**config.mk**
```make
export PLATFORM = sky130hd
export DESIGN_NAME = llc_flush_ctrl
export DESIGN_NICKNAME = d
export VERILOG_FILES = /design/src/rtl/llc_flush_ctrl_pkg.sv /design/src/rtl/llc_flush_ctrl.sv
export SDC_FILE = /design/constraint.sdc
export NUM_CORES = 1
export LEC_CHECK = 0
export CAP_MARGIN = 0
export CORE_MARGIN = 3
export CORE_UTILIZATION = 38
export CTS_BUF_LIST = sky130_fd_sc_hd__clkbuf_4 sky130_fd_sc_hd__clkbuf_8 sky130_fd_sc_hd__clkbuf_16
export DETAILED_ROUTE_END_ITERATION = 10
export HOLD_SLACK_MARGIN = 0.02
export PLACE_DENSITY = 0.81
export SYNTH_ARGS = -nofsm -noshare
export SYNTH_HDL_FRONTEND = slang
export SYNTH_SLANG_ARGS = --single-unit
```
**constraint.sdc**
```tcl
create_clock -name clk -period 4.8 [get_ports clk]
set_clock_uncertainty 0.15 [all_clocks]
set_input_delay 0.96 -clock clk [delete_from_list [all_inputs] [get_ports clk]]
set_output_delay 0.96 -clock clk [all_outputs]
set_load 0.03 [all_outputs]
```
**src/rtl/llc_flush_ctrl_pkg.sv**
```systemverilog
// Shared widths, defaults and state encoding for the LLC flush sequencer.
package llc_flush_ctrl_pkg;

   localparam int LLC_SETS     = 16;
   localparam int LLC_WAYS     = 8;
   localparam int LLC_SET_BITS = 4;
   localparam int LLC_WAY_BITS = 3;
   localparam int N_MSHR_FREE  = 16;
   localparam int MSHR_BITS_P1 = 5;

   typedef enum logic [2:0] {
      IDLE    = 3'd0,
      DRAIN   = 3'd1,
      READ    = 3'd2,
      CHECK   = 3'd3,
      EVICT   = 3'd4,
      ADVANCE = 3'd5,
      DONE    = 3'd6
   } llc_flush_state_t;

endpackage

```
**src/rtl/llc_flush_ctrl.sv**
```systemverilog
// LLC flush sequencer: drains MSHRs, walks every (set, way), evicts lines that
// need write-back, and drives the flush-field triggers of the register bank.
module llc_flush_ctrl
   import llc_flush_ctrl_pkg::*;
#(
   parameter int NUM_SETS = LLC_SETS,
   parameter int NUM_WAYS = LLC_WAYS,
   parameter int N_MSHR   = N_MSHR_FREE
) (
   input  logic                    clk,
   input  logic                    rst,
   input  logic                    flush_req_valid,
   output logic                    flush_req_ready,
   input  logic                    ongoing_flush,
   input  logic [LLC_SET_BITS:0]   flush_set,
   input  logic [LLC_WAY_BITS:0]   flush_way,
   input  logic [MSHR_BITS_P1-1:0] mshr_cnt,
   output logic                    tag_rd_en,
   output logic [LLC_SET_BITS-1:0] tag_rd_set,
   output logic [LLC_WAY_BITS-1:0] tag_rd_way,
   input  logic                    line_needs_evict,
   output logic                    evict_valid,
   input  logic                    evict_ready,
   output logic [LLC_SET_BITS-1:0] evict_set,
   output logic [LLC_WAY_BITS-1:0] evict_way,
   output logic                    set_ongoing_flush,
   output logic                    clr_ongoing_flush,
   output logic                    incr_flush_set,
   output logic                    clr_flush_set,
   output logic                    incr_flush_way,
   output logic                    clr_flush_way,
   output logic                    flush_done,
   output logic                    flush_abort
);

   localparam int SET_W = LLC_SET_BITS + 1;
   localparam int WAY_W = LLC_WAY_BITS + 1;
   localparam logic [SET_W-1:0]        LAST_SET  = SET_W'(NUM_SETS - 1);
   localparam logic [WAY_W-1:0]        LAST_WAY  = WAY_W'(NUM_WAYS - 1);
   localparam logic [MSHR_BITS_P1-1:0] MSHR_FREE = MSHR_BITS_P1'(N_MSHR);

   llc_flush_state_t state_reg, state_next;
   logic [LLC_SET_BITS-1:0] evict_set_reg;
   logic [LLC_WAY_BITS-1:0] evict_way_reg;

   always_comb begin
      state_next        = state_reg;
      flush_req_ready   = 1'b0;
      tag_rd_en         = 1'b0;
      evict_valid       = 1'b0;
      set_ongoing_flush = 1'b0;
      clr_ongoing_flush = 1'b0;
      incr_flush_set    = 1'b0;
      clr_flush_set     = 1'b0;
      incr_flush_way    = 1'b0;
      clr_flush_way     = 1'b0;
      flush_done        = 1'b0;
      flush_abort       = 1'b0;
      case (state_reg)
         IDLE: begin
            flush_req_ready = 1'b1;
            // Triggers go out in the accept cycle so DRAIN already sees ongoing_flush=1.
            if (flush_req_valid && !rst) begin
               set_ongoing_flush = 1'b1;
               clr_flush_set     = 1'b1;
               clr_flush_way     = 1'b1;
               state_next        = DRAIN;
            end
         end
         DRAIN: begin
            if (!ongoing_flush) begin
               flush_abort   = 1'b1;
               clr_flush_set = 1'b1;
               clr_flush_way = 1'b1;
               state_next    = IDLE;
            end else if (mshr_cnt == MSHR_FREE) begin
               state_next = READ;
            end
         end
         READ: begin
            tag_rd_en = 1'b1;
            if (!ongoing_flush) begin
               flush_abort   = 1'b1;
               clr_flush_set = 1'b1;
               clr_flush_way = 1'b1;
               state_next    = IDLE;
            end else begin
               state_next = CHECK;
            end
         end
         CHECK: begin
            if (!ongoing_flush) begin
               flush_abort   = 1'b1;
               clr_flush_set = 1'b1;
               clr_flush_way = 1'b1;
               state_next    = IDLE;
            end else if (line_needs_evict) begin
               state_next = EVICT;
            end else begin
               state_next = ADVANCE;
            end
         end
         EVICT: begin
            // No abort here: the handshake finishes and ADVANCE checks afterwards.
            evict_valid = 1'b1;
            if (evict_ready) begin
               state_next = ADVANCE;
            end
         end
         ADVANCE: begin
            if (!ongoing_flush) begin
               flush_abort   = 1'b1;
               clr_flush_set = 1'b1;
               clr_flush_way = 1'b1;
               state_next    = IDLE;
            end else if (flush_way != LAST_WAY) begin
               incr_flush_way = 1'b1;
               state_next     = READ;
            end else if (flush_set != LAST_SET) begin
               incr_flush_set = 1'b1;
               clr_flush_way  = 1'b1;
               state_next     = READ;
            end else begin
               state_next = DONE;
            end
         end
         DONE: begin
            clr_ongoing_flush = 1'b1;
            clr_flush_set     = 1'b1;
            clr_flush_way     = 1'b1;
            flush_done        = 1'b1;
            state_next        = IDLE;
         end
         default: state_next = IDLE;
      endcase
   end

   assign tag_rd_set = tag_rd_en ? flush_set[LLC_SET_BITS-1:0] : '0;
   assign tag_rd_way = tag_rd_en ? flush_way[LLC_WAY_BITS-1:0] : '0;
   assign evict_set  = evict_set_reg;
   assign evict_way  = evict_way_reg;

   always_ff @(posedge clk or posedge rst) begin
      if (rst) begin
         state_reg     <= IDLE;
         evict_set_reg <= '0;
         evict_way_reg <= '0;
      end else begin
         state_reg <= state_next;
         if (state_reg == CHECK && state_next == EVICT) begin
            evict_set_reg <= flush_set[LLC_SET_BITS-1:0];
            evict_way_reg <= flush_way[LLC_WAY_BITS-1:0];
         end
      end
   end

endmodule

```
== Word-level counts from Yosys, hierarchy flattened ==
Index checks and enable logic that the tools add are counted.

* Register bits after elaboration: 10
* Bits in latches: 0
* RAM bits: 0
* Bits in read-only memories: 0
* Output and inout bits: 25
* Memories kept: 0

* Add/sub/neg operators: 0
* Multipliers: 0
* Divide/modulo/power cells: 0
* Magnitude comparators: 0
* Eq/ne operators: 10
* Shifts and indexed selects: 0
* Muxes and demuxes: 31
* Bitwise operators: 0
* Reductions and logical operators: 6

{| class="wikitable"
|+ Operators with widths
! cell !! count
|-
| $mux 3 || 9
|-
| $pmux 3 s6 || 1
|-
| $mux 1 || 17
|-
| $eq 3x3->1 const B || 4
|-
| $eq 3x2->1 const B || 2
|-
| $eq 5x5->1 const B || 1
|-
| $ne 5x4->1 const B || 1
|-
| $mux 4 || 1
|-
| $ne 4x3->1 const B || 1
|-
| $pmux 1 s4 || 1
|-
| $reduce_or 4->1 || 1
|-
| $eq 3x1->1 const B || 1
|-
| $logic_not 3->1 || 1
|-
| $pmux 1 s3 || 1
|-
| $reduce_or 3->1 || 1
|-
| $logic_and 1x1->1 || 2
|-
| $mux 2 || 1
|-
| $logic_not 1->1 || 1
|}

== Longest topological paths before layout ==
Gate-level depths: netlist (run 1).

* Depth after elaboration: 7
* Depth in mapped cells: 4

== Worst setup path after synthesis (run 1) ==
Ideal clock, no wire load.

* Kind: input-to-output
* Start: input port ongoing_flush
* End: output port clr_flush_set
* Data arrival time: 2.082 ns
* Required time: 3.690 ns
* Setup slack: 1.608 ns
* Cell stages on the path: 2
* Path buffers: 0
* Cells stage by stage: nor3_1 > or3_1

* Word-level cells in the longest chain between the ends: 2

{| class="wikitable"
|+ RTL lines
! element !! RTL line !! source
|-
| start: declaration || llc_flush_ctrl.sv:14 || <nowiki>input logic ongoing_flush,</nowiki>
|-
| $mux 1 || - ||
|-
| $pmux 1 s3 || llc_flush_ctrl.sv:59 || <nowiki>case (state_reg)</nowiki>
|-
| end: declaration || llc_flush_ctrl.sv:29 || <nowiki>output logic clr_flush_set,</nowiki>
|}

No other way between the ends.

== Worst setup path after layout (run 1) ==
* Start: input port flush_set[2]
* End: output port clr_flush_way

* Word-level cells in the longest chain between the ends: 5

{| class="wikitable"
|+ RTL lines
! element !! RTL line !! source
|-
| start: declaration || llc_flush_ctrl.sv:15 || <nowiki>input logic [LLC_SET_BITS:0] flush_set,</nowiki>
|-
| $ne 5x4->1 || llc_flush_ctrl.sv:119 || <nowiki>end else if (flush_set != LAST_SET) begin</nowiki>
|-
| $mux 1 || llc_flush_ctrl.sv:119 ||
|-
| $mux 1 || llc_flush_ctrl.sv:116 || <nowiki>end else if (flush_way != LAST_WAY) begin</nowiki>
|-
| $mux 1 || llc_flush_ctrl.sv:111 || <nowiki>if (!ongoing_flush) begin</nowiki>
|-
| $pmux 1 s4 || llc_flush_ctrl.sv:59 ||
|-
| end: declaration || llc_flush_ctrl.sv:31 || <nowiki>output logic clr_flush_way,</nowiki>
|}

No other way between the ends.

==> results of run 1 <==
## per-stage QoR
| step | hold WS (ns) | worst slack [ns] |
|---|---|---|
| after floorplan | 0.428 | 1.61 |
| after global placement | 0.338 | 0.845 |
| after detailed placement | 0.345 | 0.837 |
| after CTS | 0.360 | 0.816 |
| after global routing | 0.389 | 0.722 |
| final | 0.356 | 0.826 |
## power groups by stage
stage / combinational, mW / clock [mW] / sequential [mW]
final: 0.0823 / 0.0783 / 0.0969
after global routing: 0.0868 / 0.0877 / 0.0981
after CTS: 0.0826 / 0.0799 / 0.0970
after detailed placement: 0.0820 / 0 / 0.0985
after global placement: 0.0811 / 0 / 0.0985
after floorplan: 0.0388 / 0 / 0.101
## layout make-up
cell class              count  area [sq um]
clock buffers               4          36.3
flip-flops and latches     10           250
multi-input cells          54           404
inverters                   1          3.75
fillers                   129           429
well taps                  24          30.0
repair buffers             44           440
## worst max-delay path by stage
stage / start / to / slack [ns] / cells after the start
finish: flush_set[2] / clr_flush_way / 0.83 / 5
global route: flush_set[2] / clr_flush_way / 0.72 / 5
CTS: flush_set[2] / clr_flush_way / 0.82 / 5
detailed placement: rst / clr_flush_set / 0.84 / 5
global placement: rst / clr_flush_set / 0.85 / 5
floorplan: ongoing_flush / clr_flush_set / 1.61 / 2
## routing by layer
| metal | routed length (microns) | share of wire |
|---|---|---|
| met3 | 259 | 0.13 |
| met1 | 759 | 0.38 |
| met5 | 0 | 0 |
| met2 | 940 | 0.48 |
| met4 | 12 | 0.0061 |
## cells by family after synthesis
| logic type | after synthesis | share of synthesized area |
|---|---|---|
| simple gates | 36 | 0.359 |
| flops | 10 | 0.365 |
| buf+inv | 5 | 0.0456 |
| compound gates | 11 | 0.115 |
| mux | 7 | 0.115 |
## cell usage in the layout (no fill, tap or decap), types with 2 or more instances in the layout
cell type / Yosys / layout
clkdlybuf4s50_1: 0 / 44
dfrtp_1: 10 / 10
and2_1: 9 / 9
mux2_2: 7 / 7
nand2_1: 4 / 4
o21ai_0: 4 / 4
nor2_1: 3 / 3
clkbuf_4: 0 / 3
nor3_1: 2 / 2
nor2b_1: 2 / 2
nand2b_1: 2 / 2
nand4b_1: 2 / 2
nor3b_1: 2 / 2
==> flow_summary.yaml, run 1 <==
layout:
  nNetsFinal: 134
  final_design_area_no_fill_sq_um: 1160
  syn_to_final_growth_pct: 69.9
  largest_reg_flops: 4
  diodes: 0
  layout-drive-gt1-share: 0.150
  final_cells: 137
  post-route-util: 0.731
critical_path:
  worstPathRequired_ns: 3.69
  r2r_end: "state_reg[1]"
  crit_slowest_cell: "clkdlybuf4s50_1"
  ff2ff_setup_slack_ns: 3.21
  r2r_start: "state_reg[1]"
  cp_common_cell: "clkdlybuf4s50_1"
  slowest_delay_ns: 0.67
  path_cells: "clkdlybuf4s50_1 -> and4b_1 -> a211oi_1 -> o2111a_1 -> clkdlybuf4s50_1"
  start_kind: "input pin"
  cp-end-kind: "output port"
  critical_path_buf_inv_count: 2
  worst-setup-path-type: "input pin to output port"
  crit_fanout: 3
  arrival_ns: 2.86
  path_delay_family: "buffers and inverters"
  r2r_cells: 3
clock_tree:
  cts_resized: 0
  numCtsBuffers: 3
  cts.hold.buffers_added: 0
  postCtsSetupBuffers: 0
  tritoncts: "done"
  insertion_delay_ns: 0.26
  clock_sinks: 10
  clockRootBuffer: "clkbuf_4"
  h-tree-depth: 1
  cts.clk_slew.worst_paths_ns: 0.07
  cts.path.max_buffers: 2
logic_synthesis:
  synthArstFlopShare: 1.00
  synth.most_common_cell: "dfrtp_1"
  yosysTopAreaCell: "dfrtp_1"
  synth.top_cell.area_share: 0.365
  synth_edf_count: 0
  synth_cell_types: 31
  synth_fp_nets: 89
  netlist_area_sq_um: 686
  ys.flop_type: "dfrtp_1"
  synthTopCellsByArea: "dfrtp_1 36%, mux2_2 11%, and2_1 8.2%, buf_4 3.3%, nand4_4 3.1%"
  synthTopCellsByCount: "10 x dfrtp_1, 9 x and2_1, 7 x mux2_2"
  postSynthAreaPerCell_sq_um: 9.94
  ys_ff_latch: 10
  yosysSeqAreaShare: 0.365
  synth_cells: 69
  yosysWarnings: 0
grt:
  first_global_vias: 718
  met3_usage: 0.0828
  overflow: 0
  grt_antenna_before_repair: 0
  gr-usage-met1: 0.193
  grt_pass1_wl_microns: 3260
  gr-usage-all-layers: 0.176
  busiest_layer: "met2"
  grt_max_degree: 14
  gr-usage-met2: 0.300
floorplanning:
  core_area_sq_um: 1590
  die_w_microns: 48.5
  die_h_microns: 48.5
  dieArea_sq_um: 2350
  ios: 45
  rows: 14
  start_util: 0.430
route:
  vias_per_cell: 5.17
  num_vias: 708
  drtAntennaViolNets: 0
  first_pass_iters: 5
  wire_per_inst_microns: 14.4
  drt_iter0_markers: 15
  wirelength_microns: 1970
  drc_errors: 0
timing:
  fin_tns_setup_ns: 0
  setup_viol: 0
  slew_violations: 0
  hold_viol_final: 0
  rsz0062_at_grt: "no"
  slew_headroom: 0.653
  period_minus_slack_ns: 3.97
  tightest_slew_ns: 0.518
  min_period_over_period: 0.828
  clock.fmax_ghz: 0.252
power:
  clkPwrFrac: 0.304
  power_frac_seq: 0.376
  p_switching_mw: 0.0802
  peakVddDrop_v: 0.000131
  power_frac_comb: 0.319
  internal_power_mw: 0.177
  p_total_mw: 0.257
  power_density_nw_per_um2: 221
  switching_share: 0.312
  p_leak_nw: 0.481
place:
  place_hpwl_microns: 1510
  dp.cells: 133
  placedInstanceArea_sq_um: 1130
  port-buffer-count: 44
  gp_congestion: 0.749
run_status:
  outcome: "complete, no violations"
hold_path:
  holdPathStages: 1
  hold_path.startpoint: "evict_set[0]"
  min_to: "evict_set[0]"
  hold_class: "flip-flop to flip-flop"
run:
  drv_cap: 0
No activity file was read; power rests on OpenSTA's default activity.
==> run 2: changes to the inputs <==
--- a/config.mk
+++ b/config.mk
@@ -7,11 +7,11 @@
 export LEC_CHECK = 0
 export CAP_MARGIN = 0
 export CORE_MARGIN = 3
-export CORE_UTILIZATION = 38
+export CORE_UTILIZATION = 32
 export CTS_BUF_LIST = sky130_fd_sc_hd__clkbuf_4 sky130_fd_sc_hd__clkbuf_8 sky130_fd_sc_hd__clkbuf_16
 export DETAILED_ROUTE_END_ITERATION = 10
 export HOLD_SLACK_MARGIN = 0.02
-export PLACE_DENSITY = 0.81
+export PLACE_DENSITY = 0.73
 export SYNTH_ARGS = -nofsm -noshare
 export SYNTH_HDL_FRONTEND = slang
 export SYNTH_SLANG_ARGS = --single-unit
==> constraint.sdc (replaced) <==
create_clock -name clk -period 3.3 [get_ports clk]
set_clock_uncertainty 0.15 [all_clocks]
set_input_delay 0.66 -clock clk [delete_from_list [all_inputs] [get_ports clk]]
set_output_delay 0.66 -clock clk [all_outputs]
set_load 0.03 [all_outputs]
==> flow_summary.yaml, run 2 (synthesis results as in run 1) <==
run_status:
  outcome: "complete, no violations"
clock_tree:
  numCtsBuffers: 3
  cts_resized: 0
  cts.clk_slew.worst_paths_ns: 0.07
  tritoncts: "done"
  cts.hold.buffers_added: 0
  h-tree-depth: 1
  postCtsSetupBuffers: 0
  insertion_delay_ns: 0.26
  cts.path.max_buffers: 2
  clockRootBuffer: "clkbuf_4"
  clock_sinks: 10
timing:
  period_minus_slack_ns: 3.10
  tightest_slew_ns: 0.508
  hold_viol_final: 0
  fin_hold_ws_ns: 0.358
  fin_tns_setup_ns: 0
  clock.fmax_ghz: 0.322
  setup_viol: 0
  rsz0062_at_grt: "no"
  min_period_over_period: 0.940
  slew_violations: 0
  slew_headroom: 0.660
route:
  drc_errors: 0
  wire_per_inst_microns: 13.5
  vias_per_cell: 4.89
  num_vias: 695
  drt_iter0_markers: 10
  wirelength_microns: 1920
  drtAntennaViolNets: 0
  first_pass_iters: 4
layout:
  largest_reg_flops: 4
  fill_cells: 189
  nNetsFinal: 136
  layout-drive-gt1-share: 0.183
  final_common_cell: "clkdlybuf4s50_1"
  post-route-util: 0.589
  final_design_area_no_fill_sq_um: 1180
  mostFrequentLayoutCells: "42 x clkdlybuf4s50_1, 10 x dfrtp_1, 9 x and2_1, 7 x mux2_2"
  diodes: 0
  syn_to_final_growth_pct: 71.9
  multiInputGateArea_sq_um: 404
  seq_area_sq_um: 250
place:
  port-buffer-count: 44
  place_hpwl_microns: 1530
  gp_congestion: 0.852
  placedInstanceArea_sq_um: 1140
critical_path:
  cp_common_cell: "clkdlybuf4s50_1"
  cp-end-kind: "output port"
  path_cells: "clkdlybuf4s50_1 -> inv_1 -> and3_1 -> or3_1 -> clkdlybuf4s50_1"
  start_kind: "input pin"
  worst-setup-path-type: "input pin to output port"
  slowest_delay_ns: 0.59
  crit_fanout: 2
  arrival_ns: 2.29
  crit_slowest_cell: "clkdlybuf4s50_1"
  worstPathRequired_ns: 2.49
  critical_path_buf_inv_count: 3
  path_delay_family: "buffers and inverters"
grt:
  grt_antenna_before_repair: 0
  overflow: 0
  grt_max_degree: 14
  grt_pass1_wl_microns: 3090
  gr-usage-all-layers: 0.151
  first_global_vias: 711
floorplanning:
  start_util: 0.343
  dieArea_sq_um: 2730
  die_w_microns: 52.3
  core_area_sq_um: 2000
  die_h_microns: 52.3
  ios: 45
  rows: 16
power:
  p_leak_nw: 0.494
  power_density_nw_per_um2: 314
  p_total_mw: 0.370
  peakVddDrop_v: 0.000196
hold_path:
  hold_class: "flip-flop to flip-flop"
run:
  drv_cap: 0
[run 2: metal layers]
metal  vias up  GRT usage  routed length [microns]
met5         -          0                        0
met4         0     0.0638                       13
met3         2     0.0256                      115
met2        25      0.277                      966
met1       326      0.169                      822
li1        342          -                        -
[run 2: cell type report]
type / instances / area share
repair buffers: 46 / 0.382
well taps: 27 / 0.0287
flip-flops and latches: 10 / 0.212
clock buffers: 4 / 0.0308
multi-input cells: 54 / 0.343
inverters: 1 / 0.00318
[run 2: path summary, 6_finish.rpt]
check | slack [ns] | cells after the start | from | end
worst max-delay path | 0.20 | 5 | rst | clr_flush_set
worst min-delay path | 0.36 | 1 | evict_way[2] | evict_way[2]
worst max register to register | 1.69 | 3 | state_reg[0] | state_reg[0]
worst min register to register | 0.36 | 1 | evict_way[2] | evict_way[2]
max in group asynchronous | 2.28 | 3 | rst | evict_way[2]
min in group asynchronous | 0.58 | 3 | rst | evict_set[3]
[run 2: report_power, final]
part	internal, mW	total, mW	switching, mW	leakage, nW
clock	0.0669	0.109	0.0421	0.0210
combinational	0.0617	0.120	0.0584	0.335
sequential	0.130	0.141	0.0113	0.138
[run 2: through the flow]
stage,std cells,setup slack [ns]
after floorplan,69,0.501
after global placement,138,0.232
after detailed placement,138,0.194
after CTS,142,0.187
after global routing,142,0.0972
final,142,0.198
[run 2: worst register-to-register path, cell delays in order, from the launching register on]
cell     delay [ns]
dfrtp_1        0.54
nor2b_1        0.24
and2_2         0.21
a221o_1        0.35
